File: src/rtl/mem_access_unit.sv
// mem_access_unit: MEM stage of the RV64 pipeline.
// Turns EX/MEM load/store controls into one valid/ready request on a 64-bit
// data bus and stalls the front of the pipeline until the response arrives.
// It then lane-extracts and extends load data into a registered MEM/WB bundle.
// Non-memory instructions reach MEM/WB one cycle after capture, with no stall.
// Optional feature: define MEM_MISALIGN_TRAP_EN to trap misaligned accesses
// instead of silently aligning them.
module mem_access_unit (
    input  logic        clk,
    input  logic        rst,
    input  logic        in_valid,
    input  logic        mem_read,
    input  logic        mem_write,
    input  logic        reg_write,
    input  logic [2:0]  funct3,
    input  logic [63:0] alu_result,
    input  logic [63:0] rs2_data,
    input  logic [4:0]  rd,
    output logic        stall,
    output logic        req_valid,
    output logic        req_we,
    output logic [63:0] req_addr,
    output logic [63:0] req_wdata,
    output logic [7:0]  req_wstrb,
    input  logic        req_ready,
    input  logic        rsp_valid,
    input  logic [63:0] rsp_rdata,
    output logic        wb_valid,
    output logic        wb_reg_write,
    output logic [4:0]  wb_rd,
    output logic [63:0] wb_data,
    output logic        misalign_exc
);
    typedef enum logic [1:0] {IDLE = 2'd0, REQ = 2'd1, WAIT = 2'd2, DONE = 2'd3} state_t;

    state_t      state_reg, state_next;
    logic [63:0] addr_reg;
    logic [63:0] wdata_reg;
    logic [2:0]  funct3_reg;
    logic [4:0]  rd_reg;
    logic        reg_write_reg;
    logic        we_reg;
    logic        wb_valid_reg;
    logic        wb_reg_write_reg;
    logic [4:0]  wb_rd_reg;
    logic [63:0] wb_data_reg;

    logic        is_mem;
    logic        trap_take;
    logic [2:0]  cap_mask;
    logic [63:0] cap_addr;
    logic [2:0]  lat_mask;
    logic [3:0]  lane_last;
    logic [5:0]  lane_shift;
    logic [7:0]  lane_en;
    logic [63:0] lane_data;
    logic [63:0] load_data;

    // Low-address mask of an access: size in bytes minus one (111 acts as doubleword).
    function automatic logic [2:0] size_mask(input logic [1:0] sz);
        case (sz)
            2'b00:   return 3'b000;
            2'b01:   return 3'b001;
            2'b10:   return 3'b011;
            default: return 3'b111;
        endcase
    endfunction

    assign is_mem   = in_valid && (mem_read || mem_write);
    assign cap_mask = size_mask(funct3[1:0]);

`ifdef MEM_MISALIGN_TRAP_EN
    logic misalign_reg;
    // Keep the raw address so a trap can report the faulting address.
    assign trap_take    = is_mem && ((alu_result[2:0] & cap_mask) != 3'b000);
    assign cap_addr     = alu_result;
    assign misalign_exc = misalign_reg;
`else
    // Force natural alignment so the lane logic never straddles a doubleword.
    assign trap_take    = 1'b0;
    assign cap_addr     = {alu_result[63:3], alu_result[2:0] & ~cap_mask};
    assign misalign_exc = 1'b0;
`endif

    assign lat_mask   = size_mask(funct3_reg[1:0]);
    assign lane_shift = {addr_reg[2:0], 3'b000};
    assign lane_last  = {1'b0, addr_reg[2:0]} + {1'b0, lat_mask};
    assign lane_data  = rsp_rdata >> lane_shift;

    // Byte strobes: lanes from the access offset up to offset+size-1.
    generate
        for (genvar gi = 0; gi < 8; gi++) begin : g_strobe
            assign lane_en[gi] = (4'(gi) >= {1'b0, addr_reg[2:0]}) && (4'(gi) <= lane_last);
        end
    endgenerate

    // Size and signedness extension of the lane-shifted read data.
    always_comb begin
        load_data = lane_data;
        case (funct3_reg)
            3'b000:  load_data = {{56{lane_data[7]}},  lane_data[7:0]};
            3'b001:  load_data = {{48{lane_data[15]}}, lane_data[15:0]};
            3'b010:  load_data = {{32{lane_data[31]}}, lane_data[31:0]};
            3'b100:  load_data = {56'd0, lane_data[7:0]};
            3'b101:  load_data = {48'd0, lane_data[15:0]};
            3'b110:  load_data = {32'd0, lane_data[31:0]};
            default: load_data = lane_data;
        endcase
    end

    // State register; reset aborts any transaction in flight.
    always_ff @(posedge clk or negedge rst) begin
        if (!rst) state_reg <= IDLE;
        else      state_reg <= state_next;
    end

    // Next-state logic: EX/MEM is only looked at in IDLE.
    always_comb begin
        state_next = state_reg;
        case (state_reg)
            IDLE: if (is_mem) state_next = trap_take ? DONE : REQ;
            REQ:  if (req_ready) state_next = WAIT;
            WAIT: if (rsp_valid) state_next = DONE;
            DONE: state_next = IDLE;
            default: state_next = IDLE;
        endcase
    end

    // Outputs: the request is driven only in REQ; stall is dropped while in reset.
    always_comb begin
        stall     = 1'b0;
        req_valid = 1'b0;
        req_we    = 1'b0;
        req_addr  = 64'd0;
        req_wdata = 64'd0;
        req_wstrb = 8'd0;
        case (state_reg)
            IDLE: stall = rst && is_mem;
            REQ: begin
                stall     = 1'b1;
                req_valid = 1'b1;
                req_we    = we_reg;
                req_addr  = {addr_reg[63:3], 3'b000};
                req_wdata = wdata_reg << lane_shift;
                req_wstrb = lane_en;
            end
            WAIT: stall = 1'b1;
            default: stall = 1'b0;
        endcase
    end

    // Access latch and MEM/WB bundle; wb_valid is a one-cycle pulse.
    always_ff @(posedge clk or negedge rst) begin
        if (!rst) begin
            addr_reg         <= 64'd0;
            wdata_reg        <= 64'd0;
            funct3_reg       <= 3'd0;
            rd_reg           <= 5'd0;
            reg_write_reg    <= 1'b0;
            we_reg           <= 1'b0;
            wb_valid_reg     <= 1'b0;
            wb_reg_write_reg <= 1'b0;
            wb_rd_reg        <= 5'd0;
            wb_data_reg      <= 64'd0;
`ifdef MEM_MISALIGN_TRAP_EN
            misalign_reg     <= 1'b0;
`endif
        end else begin
            wb_valid_reg <= 1'b0;
`ifdef MEM_MISALIGN_TRAP_EN
            misalign_reg <= 1'b0;
`endif
            case (state_reg)
                IDLE: begin
                    if (is_mem) begin
                        addr_reg      <= cap_addr;
                        wdata_reg     <= rs2_data;
                        funct3_reg    <= funct3;
                        rd_reg        <= rd;
                        reg_write_reg <= reg_write;
                        we_reg        <= mem_write;
                        if (trap_take) begin
                            wb_valid_reg     <= 1'b1;
                            wb_reg_write_reg <= 1'b0;
                            wb_rd_reg        <= rd;
                            wb_data_reg      <= alu_result;
`ifdef MEM_MISALIGN_TRAP_EN
                            misalign_reg     <= 1'b1;
`endif
                        end
                    end else if (in_valid) begin
                        wb_valid_reg     <= 1'b1;
                        wb_reg_write_reg <= reg_write;
                        wb_rd_reg        <= rd;
                        wb_data_reg      <= alu_result;
                    end
                end
                WAIT: begin
                    if (rsp_valid) begin
                        wb_valid_reg     <= 1'b1;
                        wb_rd_reg        <= rd_reg;
                        wb_reg_write_reg <= we_reg ? 1'b0 : reg_write_reg;
                        wb_data_reg      <= we_reg ? 64'd0 : load_data;
                    end
                end
                default: ;
            endcase
        end
    end

    assign wb_valid     = wb_valid_reg;
    assign wb_reg_write = wb_reg_write_reg;
    assign wb_rd        = wb_rd_reg;
    assign wb_data      = wb_data_reg;
endmodule

File: config.mk
export PLATFORM = sky130hd
export DESIGN_NAME = mem_access_unit
export DESIGN_NICKNAME = d
export VERILOG_FILES = /design/src/rtl/mem_access_unit.sv
export SDC_FILE = /design/constraint.sdc
export NUM_CORES = 1
export LEC_CHECK = 0
export CORE_MARGIN = 2
export CORE_UTILIZATION = 48
export DETAILED_ROUTE_END_ITERATION = 16
export GPL_ROUTABILITY_DRIVEN = 0
export GPL_TIMING_DRIVEN = 0
export MAX_ROUTING_LAYER = met4
export PLACE_DENSITY_LB_ADDON = 0.12
export RECOVER_POWER = 100
export SETUP_SLACK_MARGIN = 0.4
export SYNTH_ARGS = -nofsm -noshare
export SYNTH_HDL_FRONTEND = slang
export SYNTH_SLANG_ARGS = --single-unit
File: constraint.sdc
create_clock -name clk -period 3.42 [get_ports clk]
set_input_delay 0.513 -clock clk [delete_from_list [all_inputs] [get_ports clk]]
set_output_delay 0.513 -clock clk [all_outputs]
set_load 0.05 [all_outputs]
======== Yosys cells after proc, flatten, opt, wreduce, memory -nomap -nowiden ========
Index checks and enable logic that the tools add are counted.
storage, ports and cells
  logic and storage cells ................. 98
  output and inout port bits .............. 211
  bits in registers ....................... 211
cells by class
  muxes and demuxes ....................... 31
  order comparisons ....................... 15
  $add $sub $neg .......................... 1
  reductions and logical operators ........ 19
  bitwise operators ....................... 2
  shifts and indexed selects .............. 2
  equal/unequal tests ..................... 17
operators with widths
  cell                                                                   count
  64-bit two-way mux                                                     6
  64-bit case mux with 6 select lines                                    1
  64-bit case mux with 2 select lines                                    1
  64-bit by 6-bit << shifter with 64-bit output                          1
  64-bit by 6-bit >> shifter with 64-bit output                          1
  3-bit case mux with 3 select lines                                     2
  3-bit by 4-bit <= comparator with 1-bit output, first input constant   4
  5-bit two-way mux                                                      3
  2-bit inequality test, second input constant                           5
  5-bit case mux with 2 select lines                                     1
  3-bit equality test, second input constant                             3
  3-bit >= comparator, first input constant                              3
  1-bit logical AND                                                      9
  1-bit two-way mux                                                      9
  2-bit equality test, second input constant                             4
  1-bit by 4-bit <= comparator with 1-bit output, first input constant   2
  2-bit by 4-bit <= comparator with 1-bit output, first input constant   2
  8-bit two-way mux                                                      1
  2-bit case mux with 4 select lines                                     1
  2-bit by 1-bit equality test with 1-bit output, second input constant  3
  1-bit by 3-bit >= comparator with 1-bit output, first input constant   2
  2-bit by 3-bit >= comparator with 1-bit output, first input constant   2
  2-bit zero test                                                        3
  2-bit two-way mux                                                      3
  13 further kinds                                                       15

======== Logic depth before layout (Yosys ltp) ========
Gate-level depths: netlist of the first run.
  depth in word-level cells ............... 6
  depth in mapped cells ................... 10
  depth with buffers taken out ............ 9

======== Least setup slack after synthesis of the first run ========
No wires, ideal clock.
  path kind ............................... reg-to-output
  from .................................... register addr_reg[1]
  to ...................................... output req_wstrb[2]
  path slack .............................. -0.184 ns
  data arrival time ....................... 3.091 ns
  required time ........................... 2.907 ns
  stages on the path, launching flop included .. 10
  path buffers ............................ 4
  cell sequence ........................... dfrtp_1 > buf_4 > buf_4 > buf_2 > inv_2 > buf_1 > fa_1 > nand2b_1 > a21oi_1 > a221oi_1
between the ends
  longest elaborated chain between the ends .. 4
  elaborated cells between the ends (all ways) .. 5
  those cells by class .................... add/sub: 1; order compare: 2; mux: 1; reduce/logical: 1
RTL lines
  element                                         RTL line  text
  start, declared                                 37        logic [63:0] addr_reg;
  start signal, assigned                          176       addr_reg <= cap_addr;
  3-bit by 3-bit adder with 4-bit output          87        assign lane_last = {1'b0, addr_reg[2:0]} + {1'b0, lat_mask};
  2-bit by 4-bit <= comparator with 1-bit output  93        assign lane_en[gi] = (4'(gi) >= {1'b0, addr_reg[2:0]}) && (4'(gi) <= lane_last);
  1-bit logical AND *                             93
  8-bit two-way mux *                             137       case (state_reg)
  end, declared                                   24        output logic [7:0] req_wstrb,
Mark *: on every way between the ends. The rest lies on a longest branch, timed or not.

======== Worst setup path in the final report of the first run ========
  from .................................... register state_reg[1]
  to ...................................... output req_wdata[36]
between the ends
  longest elaborated chain between the ends .. 2
RTL lines
  element                                         RTL line  text
  start, declared                                 36        state_t state_reg, state_next;
  start signal, assigned                          114       else state_reg <= state_next;
  2-bit by 1-bit equality test with 1-bit output  137
  64-bit two-way mux                              137
  end, declared                                   23        output logic [63:0] req_wdata,
Every way passes these cells.

==> flow_metrics.tcl, run 1 <==
set metrics [dict create \
    finalNonFillerCells 2358 \
    yosysTopAreaCellShare_pct 40.1 \
    max_freq_mhz 304 \
    drive_gt1_share_pct 15.0 \
    dieArea_sq_um 28800 \
    grt_pass1_vias 14000 \
    path_class "register to primary output" \
    grt_start_max_net_pins 113 \
    place_inst 2286 \
    ant_nets 0 \
    clkTransAtPathRegs_ns 0.06 \
    wl_met3_microns 6460 \
    drt_iter0_markers 1608 \
    multiInputGateArea_sq_um 7430 \
    cts-buffers-inserted 23 \
    end_kind "primary output" \
    rsz0062_at_grt "true" \
    synth.distinct_cells 53 \
    area_delta_synth_final_pct 41.2 \
    port_buffers 414 \
    layout.nets 2210 \
    core_area_sq_um 27000 \
    hold_path.class "input pin to async pin" \
    crit_required_ns 2.91 \
    die_h_microns 170 \
    hold_viol 3 \
    fin_crit_ns 3.29 \
    wl_met1_microns 20400 \
    firstDrtPassIters 6 \
    crit_fanout 10 \
    ys_async_sr_fraction_pct 100 \
    power_density_nw_per_um2 1170 \
    worst_pin_slew_ns 0.924 \
    status "complete, but fails checks" \
    clkSinkCount 211 \
    vias_per_cell 6.05 \
    clk_latency_ns 0.54 \
    post-route-cell-area_sq_um 18600 \
    layout_commonest_cell "nand2_1" \
    register_area_sq_um 5280 \
    placed_area_sq_um 17800 \
    critPathArrivalTime_ns 2.78 \
    ir_worst_vdd_mv 0.601 \
    setup_tns_ns 0 \
    rows 60 \
    yosys_warnings 0 \
    synth-seq-cells 211 \
    cap_violations 0 \
    top_layer "met4" \
    synth.avg_cell_area_sq_um 8.63 \
    tritoncts "yes" \
    cp-start-kind "register" \
    cts_hold_buf 0 \
    grt-ovfl-total 0 \
    wl_met2_microns 26500 \
    max-slew-margin-rel_pct 38.4 \
    pre_cts_slack_ns -0.684 \
    drc 0 \
    clock_skew_ns 0.00927 \
    cts_root_buffer "clkbuf_16" \
    routed_wirelength_microns 56900 \
    antenna_found_initial 7 \
    mostFrequentLayoutCells "402 x nand2_1, 211 x dfrtp_1, 206 x clkdlybuf4s50_1" \
    clockBufferDepth 3 \
    power_leakage_uw 0.00826 \
    initial_core_util_pct 48.9 \
    synth_cells 1527 \
    violations "negative hold slack" \
    synth_edf_count 0 \
    finalHoldWorstSlack_ns -0.00672 \
    grt_usage_pct 39.6 \
    hpwl_microns 43100 \
    ios 419 \
    grt_pass1_wl_microns 83000 \
    final.fill_count 2239 \
    final-setup-viol-count 0 \
    finalCritPeriodShare_pct 96.2 \
    vias 14300 \
    wl_per_cell_microns 24.1 \
    htreeDepth 1 \
    synth_area_sq_um 13200 \
    yosys.area.top_type "dfrtp_1" \
    fin_ws_ns 0.130 \
    maxSlewViolCount 0 \
    yosys_most_used_dff "dfrtp_1" \
    die_w_microns 170 \
    synth.area.top_cells "dfrtp_1 40%, nand2_1 12%, mux2i_1 8.9%, o21ai_0 6.0%, mux4_2 5.8%" \
    ys_seq_area_share_pct 40.1 \
]
[critical path: stages, from the launching register on]
cell,delay (ns)
dfrtp_1,0.40
inv_1,0.11
ha_1,0.17
clkbuf_2,0.38
clkbuf_2,0.45
and2_1,0.24
clkbuf_1,0.49
[per-stage QoR]
step                      hold WS (ns)  power, uW  utilization, %
final                         -0.00672      21700            69.1
after CTS                       0.0623      21600            70.4
after global placement           0.450      18300            66.0
after detailed placement         0.456      18500            66.1
after floorplan                  0.217      13700               -
after global routing            0.0894      22600            69.1
[routing by layer]
layer / track usage, % / vias to the layer above
met3: 8.65 / 242
li1: - / 6186
met5: - / -
met1: 47.3 / 6762
met4: 20.7 / 0
met2: 63.1 / 1074
[cell usage after synthesis, types with 9 or more instances]
cell type	number
nand2_1	406
dfrtp_1	211
o21ai_0	157
mux2i_1	117
and2_1	96
clkbuf_1	76
a21oi_1	49
inv_1	49
nor2_1	49
mux4_2	34
mux2_2	33
a31oi_1	31
buf_2	29
nor2b_1	29
o221ai_1	21
o21ai_1	11
a2bb2oi_1	10
buf_1	10
and3_1	9
nand2b_1	9
o211ai_1	9
[power breakdown]
part	leakage (uW)	internal, uW	total, uW	switching (uW)
sequential	0.00259	3700	4720	1020
combinational	0.00531	4860	14400	9570
clock	0.000360	1500	2570	1060
[timing repair]
item / 4_1_cts / 5_1_grt
hold endpoints to repair: 0 / 0
setup endpoints to repair: 135 / 131
pin swaps: 5 / 5
resized for setup: 687 / 200
gates cloned: 0 / 1
buffers inserted: 16 / 7
[worst paths after layout]
check / startpoint / end / slack, ns / cells after the start
worst min-delay path: rst / addr_reg[17] / -0.007 / 1
worst max-delay path: state_reg[1] / req_wdata[36] / 0.13 / 6
min in group clk: addr_reg[26] / addr_reg[26] / 0.47 / 2
worst max register to register: state_reg[1] / wb_data[5] / 0.27 / 9
worst min register to register: addr_reg[26] / addr_reg[26] / 0.47 / 2
max in group asynchronous: rst / wdata_reg[48] / 2.40 / 2
[final cells by class]
class	count	share of cell area, %
antenna	9	0.121
multi-input combinational	1143	39.9
tap	341	2.29
inverter	52	1.14
clock inverter	8	0.665
buffer	125	4.47
sequential	211	28.4
timing repair buffer	438	19.7
clock buffer	31	3.36
[kinds of logic (layout without fill, tap and decap cells)]
logic type / count (synthesis) / after routing / synth area share [%]
other: 1 / 13 / 0.0284
AND/OR/NAND/NOR: 610 / 611 / 20.5
flip-flops: 211 / 211 / 40.1
buffers and inverters: 177 / 654 / 5.66
multiplexers: 184 / 184 / 17.5
adder cells (fa/ha/maj): 8 / 8 / 0.816
XOR/XNOR: 1 / 1 / 0.0665
AO/OA/AOI/OAI: 335 / 335 / 15.4
(Power assumes the default switching activity.)
==> inputs of run 2 (changes only) <==
- CORE_UTILIZATION: 48 -> 43
- clock period: 3.42 -> 2.79 ns (I/O delays scaled with it)
==> run 2 against run 1 <==
The flow finishes with violations (max-capacitance violations, max-slew violations, negative setup slack). Sequential power is 25% higher. Utilization up 4.3 points. Die area increased by 11%. Clock skew up 0.011 ns. Largest power group unchanged. Non-clock buffer count grew 122.
==> flow_metrics.tcl, run 2 (same netlist as run 1, synthesis figures left out) <==
set metrics [dict create \
    wl_per_cell_microns 25.6 \
    grt_start_max_net_pins 114 \
    htreeDepth 1 \
    path_common_cell "buf_6" \
    max_freq_mhz 316 \
    fin_crit_ns 3.16 \
    hold_viol 0 \
    firstDrtPassIters 9 \
    clkSinkCount 211 \
    ios 419 \
    worst_pin_slew_ns 2.04 \
    path_class "register to primary output" \
    timing.rr.end "wb_data[22]" \
    hold_path.class "input pin to register" \
    rows 64 \
    hpwl_microns 44100 \
    final-setup-viol-count 109 \
    status "complete, but fails checks" \
    antenna_found_initial 5 \
    drive_gt1_share_pct 34.9 \
    r2r_start "state_reg[0]" \
    mostFrequentLayoutCells "387 x nand2_1, 210 x dfrtp_1, 206 x clkdlybuf4s50_1" \
    violations "max-capacitance violations, max-slew violations, negative setup slack" \
    startpoint "addr_reg[1]" \
    clock_skew_ns 0.0200 \
    routed_wirelength_microns 64900 \
    ff2ff_path_depth 11 \
    power_leakage_uw 0.00987 \
    finalNonFillerCells 2539 \
    maxSlewViolCount 76 \
    grt-ovfl-total 0 \
    grt_usage_pct 38.4 \
    ir_worst_vdd_mv 0.960 \
    area_delta_synth_final_pct 68.9 \
    p_clk_share_pct 9.9 \
    die_h_microns 179 \
    max-slew-margin-rel_pct -35.8 \
    clk_latency_ns 0.55 \
    slowest_stage "dfrtp_1" \
    crit_required_ns 2.37 \
    core_area_sq_um 30300 \
    clockBufferDepth 3 \
    initial_core_util_pct 43.4 \
    critPathArrivalTime_ns 2.74 \
    grt_pass1_wl_microns 88700 \
    finalCritPeriodShare_pct 113 \
    layout_commonest_cell "nand2_1" \
    dieArea_sq_um 32100 \
    cap_violations 1 \
    switching_share_pct 50.9 \
    rrSetupSlack_ns -0.14 \
    cp-endpoint "req_wstrb[2]" \
    drc 0 \
    die_w_microns 179 \
    internal_power_uw 16000 \
    power.switching_uw 16600 \
    p_total_uw 32600 \
    drt_iter0_markers 1795 \
    tritoncts "yes" \
    cp_slowest_stage_delay_ns 0.41 \
    rsz0062_at_grt "true" \
    end_kind "primary output" \
    place_inst 2341 \
    power_frac_seq_pct 18.0 \
    port_buffers 414 \
    cts-buffers-inserted 25 \
    p_comb_share_pct 72.1 \
    ant_nets 0 \
    clkTransAtPathRegs_ns 0.07 \
    layout.nets 2334 \
    crit_path_cell_trace "buf_6 -> buf_8 -> buf_12 -> inv_12 -> buf_8 -> fa_2 -> buf_6 -> nand2b_4 -> a21oi_4 -> buf_4 -> a221oi_4 -> buf_6" \
    crit_fanout 4 \
    setup_tns_ns -14.92 \
    fin_ws_ns -0.373 \
    vias 15300 \
    cts_root_buffer "clkbuf_16" \
    power_density_nw_per_um2 1470 \
    grt_pass1_vias 14600 \
    vias_per_cell 6.03 \
    cp-start-kind "register" \
    finalHoldWorstSlack_ns 0.403 \
]
run 2: cell types whose count changed in the layout (fill, tap and decap cells not counted), sizes merged:
cell / change
diode: -3
clkinv: +11
bufinv: -3
clkbuf: -75
buf: +196
run 2: timing repair:
item	in CTS	in global routing
gates cloned	3	5
gates resized for setup	1164	453
endpoints found under the hold margin	98	26
pin swaps	22	68
buffers inserted	73	64
setup endpoints to repair	341	305
run 2: per-stage QoR:
stage | setup WS [ns] | area [sq um] | utilization, %
floorplan | 0.270 | 13500 | -
global placement | -7.75 | 18200 | 59.8
detailed placement | -1.02 | 18200 | 59.9
CTS | -0.313 | 20900 | 68.8
global route | -0.414 | 22300 | 73.4
finish | -0.373 | 22300 | 73.4
run 2: worst min path at each step:
stage,depth (start not counted),slack [ns],from,end
4_1_cts,1,-0.06,rst,addr_reg[47]
3_5_place_dp,2,0.46,addr_reg[44],addr_reg[44]
3_3_place_gp,2,0.45,addr_reg[9],addr_reg[9]
6_report,3,0.40,rs2_data[45],wdata_reg[45]
5_1_grt,3,0.41,rs2_data[8],wdata_reg[8]
2_1_floorplan,0,0.12,rst,addr_reg[0]
run 2: area by class of cell:
type                       instances  area [sq um]
multi-input combinational       1143          8520
fill                            2187          8080
timing repair buffer             560          5820
sequential                       211          5280
buffer                           125          1120
clock buffer                      30           694
tap                              396           495
inverter                          52           215
clock inverter                    16           109
antenna                            6          15.0
run 2: layer usage:
metal / vias up / wire [microns] / GRT usage (%)
li1: 6458 / - / -
met1: 7267 / 22100 / 44.9
met2: 1225 / 30500 / 62.0
met3: 361 / 7290 / 7.97
met4: 0 / 5030 / 21.1
met5: - / 0 / -
run 2: critical path, delay by kind of cell, from the launching register on:
family / cells / cell delay, ns
DFF: 1 / 0.41
and+or+nand+nor: 1 / 0.06
AOI/OAI and AO/OA: 2 / 0.33
adders and majority gates: 1 / 0.40
buffers and inverters: 8 / 0.96
run 2: power by group through the flow:
stage | sequential, uW | clock, uW | combinational, uW
detailed placement | 5710 | 0 | 17700
global route | 5990 | 3330 | 24500
finish | 5880 | 3220 | 23500
global placement | 5660 | 0 | 17500
CTS | 5750 | 3220 | 20600
floorplan | 7050 | 0 | 10300
==> inputs of run 3 (changes only) <==
- MAX_ROUTING_LAYER: met4 -> not set
==> run 3 against run 2 <==
The flow still finishes with violations (max-capacitance violations, max-slew violations, negative setup slack). Routed wire length about the same. Total power down 0.78%. Flip-flop and latch count unchanged. Clock skew down 0.0033 ns. Highest routed layer is now met5.
==> flow_metrics.tcl, run 3 (same netlist as run 1, synthesis figures left out) <==
set metrics [dict create \
    status "complete, but fails checks" \
    violations "max-capacitance violations, max-slew violations, negative setup slack" \
    critPathArrivalTime_ns 2.75 \
    path_class "register to primary output" \
    grt_usage_pct 37.4 \
    htreeDepth 1 \
    grt-ovfl-total 0 \
    cts-buffers-inserted 25 \
    path_buf_inv 4 \
    area_delta_synth_final_pct 66.9 \
    maxSlewViolCount 76 \
    hold_path.class "input pin to register" \
    crit_path_cell_trace "buf_8 -> buf_4 -> clkbuf_1 -> ha_1 -> a21oi_1 -> nand3b_1 -> a21oi_4 -> nand2b_4 -> a21oi_4 -> buf_8" \
    critPathTopFamily "buffers and inverters" \
    routed_wirelength_microns 65000 \
    mostFrequentLayoutCells "388 x nand2_1, 210 x dfrtp_1, 206 x clkdlybuf4s50_1" \
    initial_core_util_pct 43.4 \
    layout.nets 2330 \
    ios 419 \
    drc 0 \
    port_buffers 414 \
    rows 64 \
    final-setup-viol-count 109 \
    core_area_sq_um 30300 \
    ir_worst_vdd_mv 0.954 \
    cts_root_buffer "clkbuf_16" \
    layout_commonest_cell "nand2_1" \
    end_kind "primary output" \
    grt_pass1_vias 14500 \
    drive_gt1_share_pct 34.4 \
    vias_per_cell 5.98 \
    worst_pin_slew_ns 2.02 \
    utilization_pct 72.5 \
    die_w_microns 179 \
    grt_start_max_net_pins 114 \
    antenna_found_initial 6 \
    firstDrtPassIters 9 \
    clkSinkCount 211 \
    crit_required_ns 2.37 \
    register_area_sq_um 5280 \
    cap_violations 1 \
    slowest_stage "dfrtp_1" \
    hold_viol 0 \
    grt_pass1_wl_microns 88700 \
    p_total_uw 32400 \
    max-slew-margin-rel_pct -34.8 \
    max_freq_mhz 316 \
    ant_nets 0 \
    final.fill_count 2240 \
    wl_per_cell_microns 25.6 \
    pre_cts_slack_ns -1.02 \
    die_h_microns 179 \
    rsz0062_at_grt "true" \
    power_density_nw_per_um2 1470 \
    tritoncts "yes" \
    crit_fanout 4 \
    cp-start-kind "register" \
    fin_crit_ns 3.17 \
    dieArea_sq_um 32100 \
    multiInputGateArea_sq_um 8470 \
    cp_slowest_stage_delay_ns 0.39 \
    fin_ws_ns -0.376 \
    power_leakage_uw 0.00981 \
    clockBufferDepth 3 \
    hpwl_microns 44100 \
    finalCritPeriodShare_pct 113 \
    drt_iter0_markers 1743 \
    vias 15200 \
    clock_skew_ns 0.0168 \
    clk_latency_ns 0.55 \
    clkTransAtPathRegs_ns 0.07 \
]
-- run 3: cell count changes in the layout (fill, tap and decap cells not counted), moves of 7 or more --
cell,before,now
clkbuf_2,37,65
buf_8,92,65
clkbuf_4,23,10
buf_4,89,100
buf_6,81,90
buf_2,18,11
clkbuf_1,38,31
-- run 3: final cells by class --
type	instances	share of cell area, %
Antenna cell	5	0.0569
Inverter	52	0.978
Tap cell	396	2.25
Multi-Input combinational cell	1143	38.5
Sequential cell	211	24.0
Clock buffer	30	3.16
Buffer	125	5.02
Timing Repair Buffer	556	25.6
Clock inverter	16	0.495
-- run 3: metal layers --
layer	routed length, microns	up-vias	global-route usage [%]
met2	30200	1122	62.0
met4	5360	2	21.3
met3	7110	366	8.31
met5	13	-	0
met1	22300	7222	44.7
li1	-	6442	-
-- run 3: final timing paths --
| kind | start | end | slack [ns] | depth (start not counted) |
|---|---|---|---|---|
| min in group asynchronous | rst | addr_reg[9] | 0.42 | 1 |
| max | funct3_reg[1] | req_wstrb[4] | -0.38 | 10 |
| max in group asynchronous | rst | funct3_reg[0] | 0.43 | 2 |
| min reg2reg | addr_reg[14] | addr_reg[14] | 0.47 | 2 |
| max reg2reg | state_reg[0] | wb_data[29] | -0.22 | 10 |
| min | rs2_data[26] | wdata_reg[26] | 0.40 | 3 |
-- run 3: timing repair --
| item | in CTS | in global routing |
|---|---|---|
| gates resized for setup | 1164 | 435 |
| pin swaps | 22 | 51 |
| endpoints found under the setup margin | 341 | 303 |
| hold endpoints to repair | 98 | 26 |
| gates cloned | 3 | 6 |
| buffers inserted | 73 | 59 |
-- run 3: worst register-to-register path: stages, from the launching register on --
cell	delay (ns)
dfrtp_1	0.36
clkbuf_1	0.15
clkinvlp_2	0.17
ha_1	0.21
clkbuf_1	0.14
nor2_1	0.31
a211o_1	0.50
nor2_4	0.14
nand2_1	0.32
buf_2	0.39
o221ai_4	0.17
-- run 3: where the power goes --
part	internal, uW	total [uW]	switching [uW]
combinational	9490	23300	13800
sequential	4540	5870	1330
clock	1790	3230	1440
total	15800	32400	16500
-- run 3: stage by stage --
| step | instances | TNS (ns) | instance area (sq um) | hold WS, ns |
|---|---|---|---|---|
| final | 2534 | -17.25 | 22000 | 0.402 |
| after detailed placement | 2341 | -105.01 | 18200 | 0.455 |
| after floorplan | 1530 | 0 | 13500 | 0.123 |
| after global placement | 2340 | -1727.98 | 18200 | 0.451 |
| after global routing | 2533 | -23.12 | 22000 | 0.410 |
| after CTS | 2463 | -6.44 | 20900 | -0.0629 |
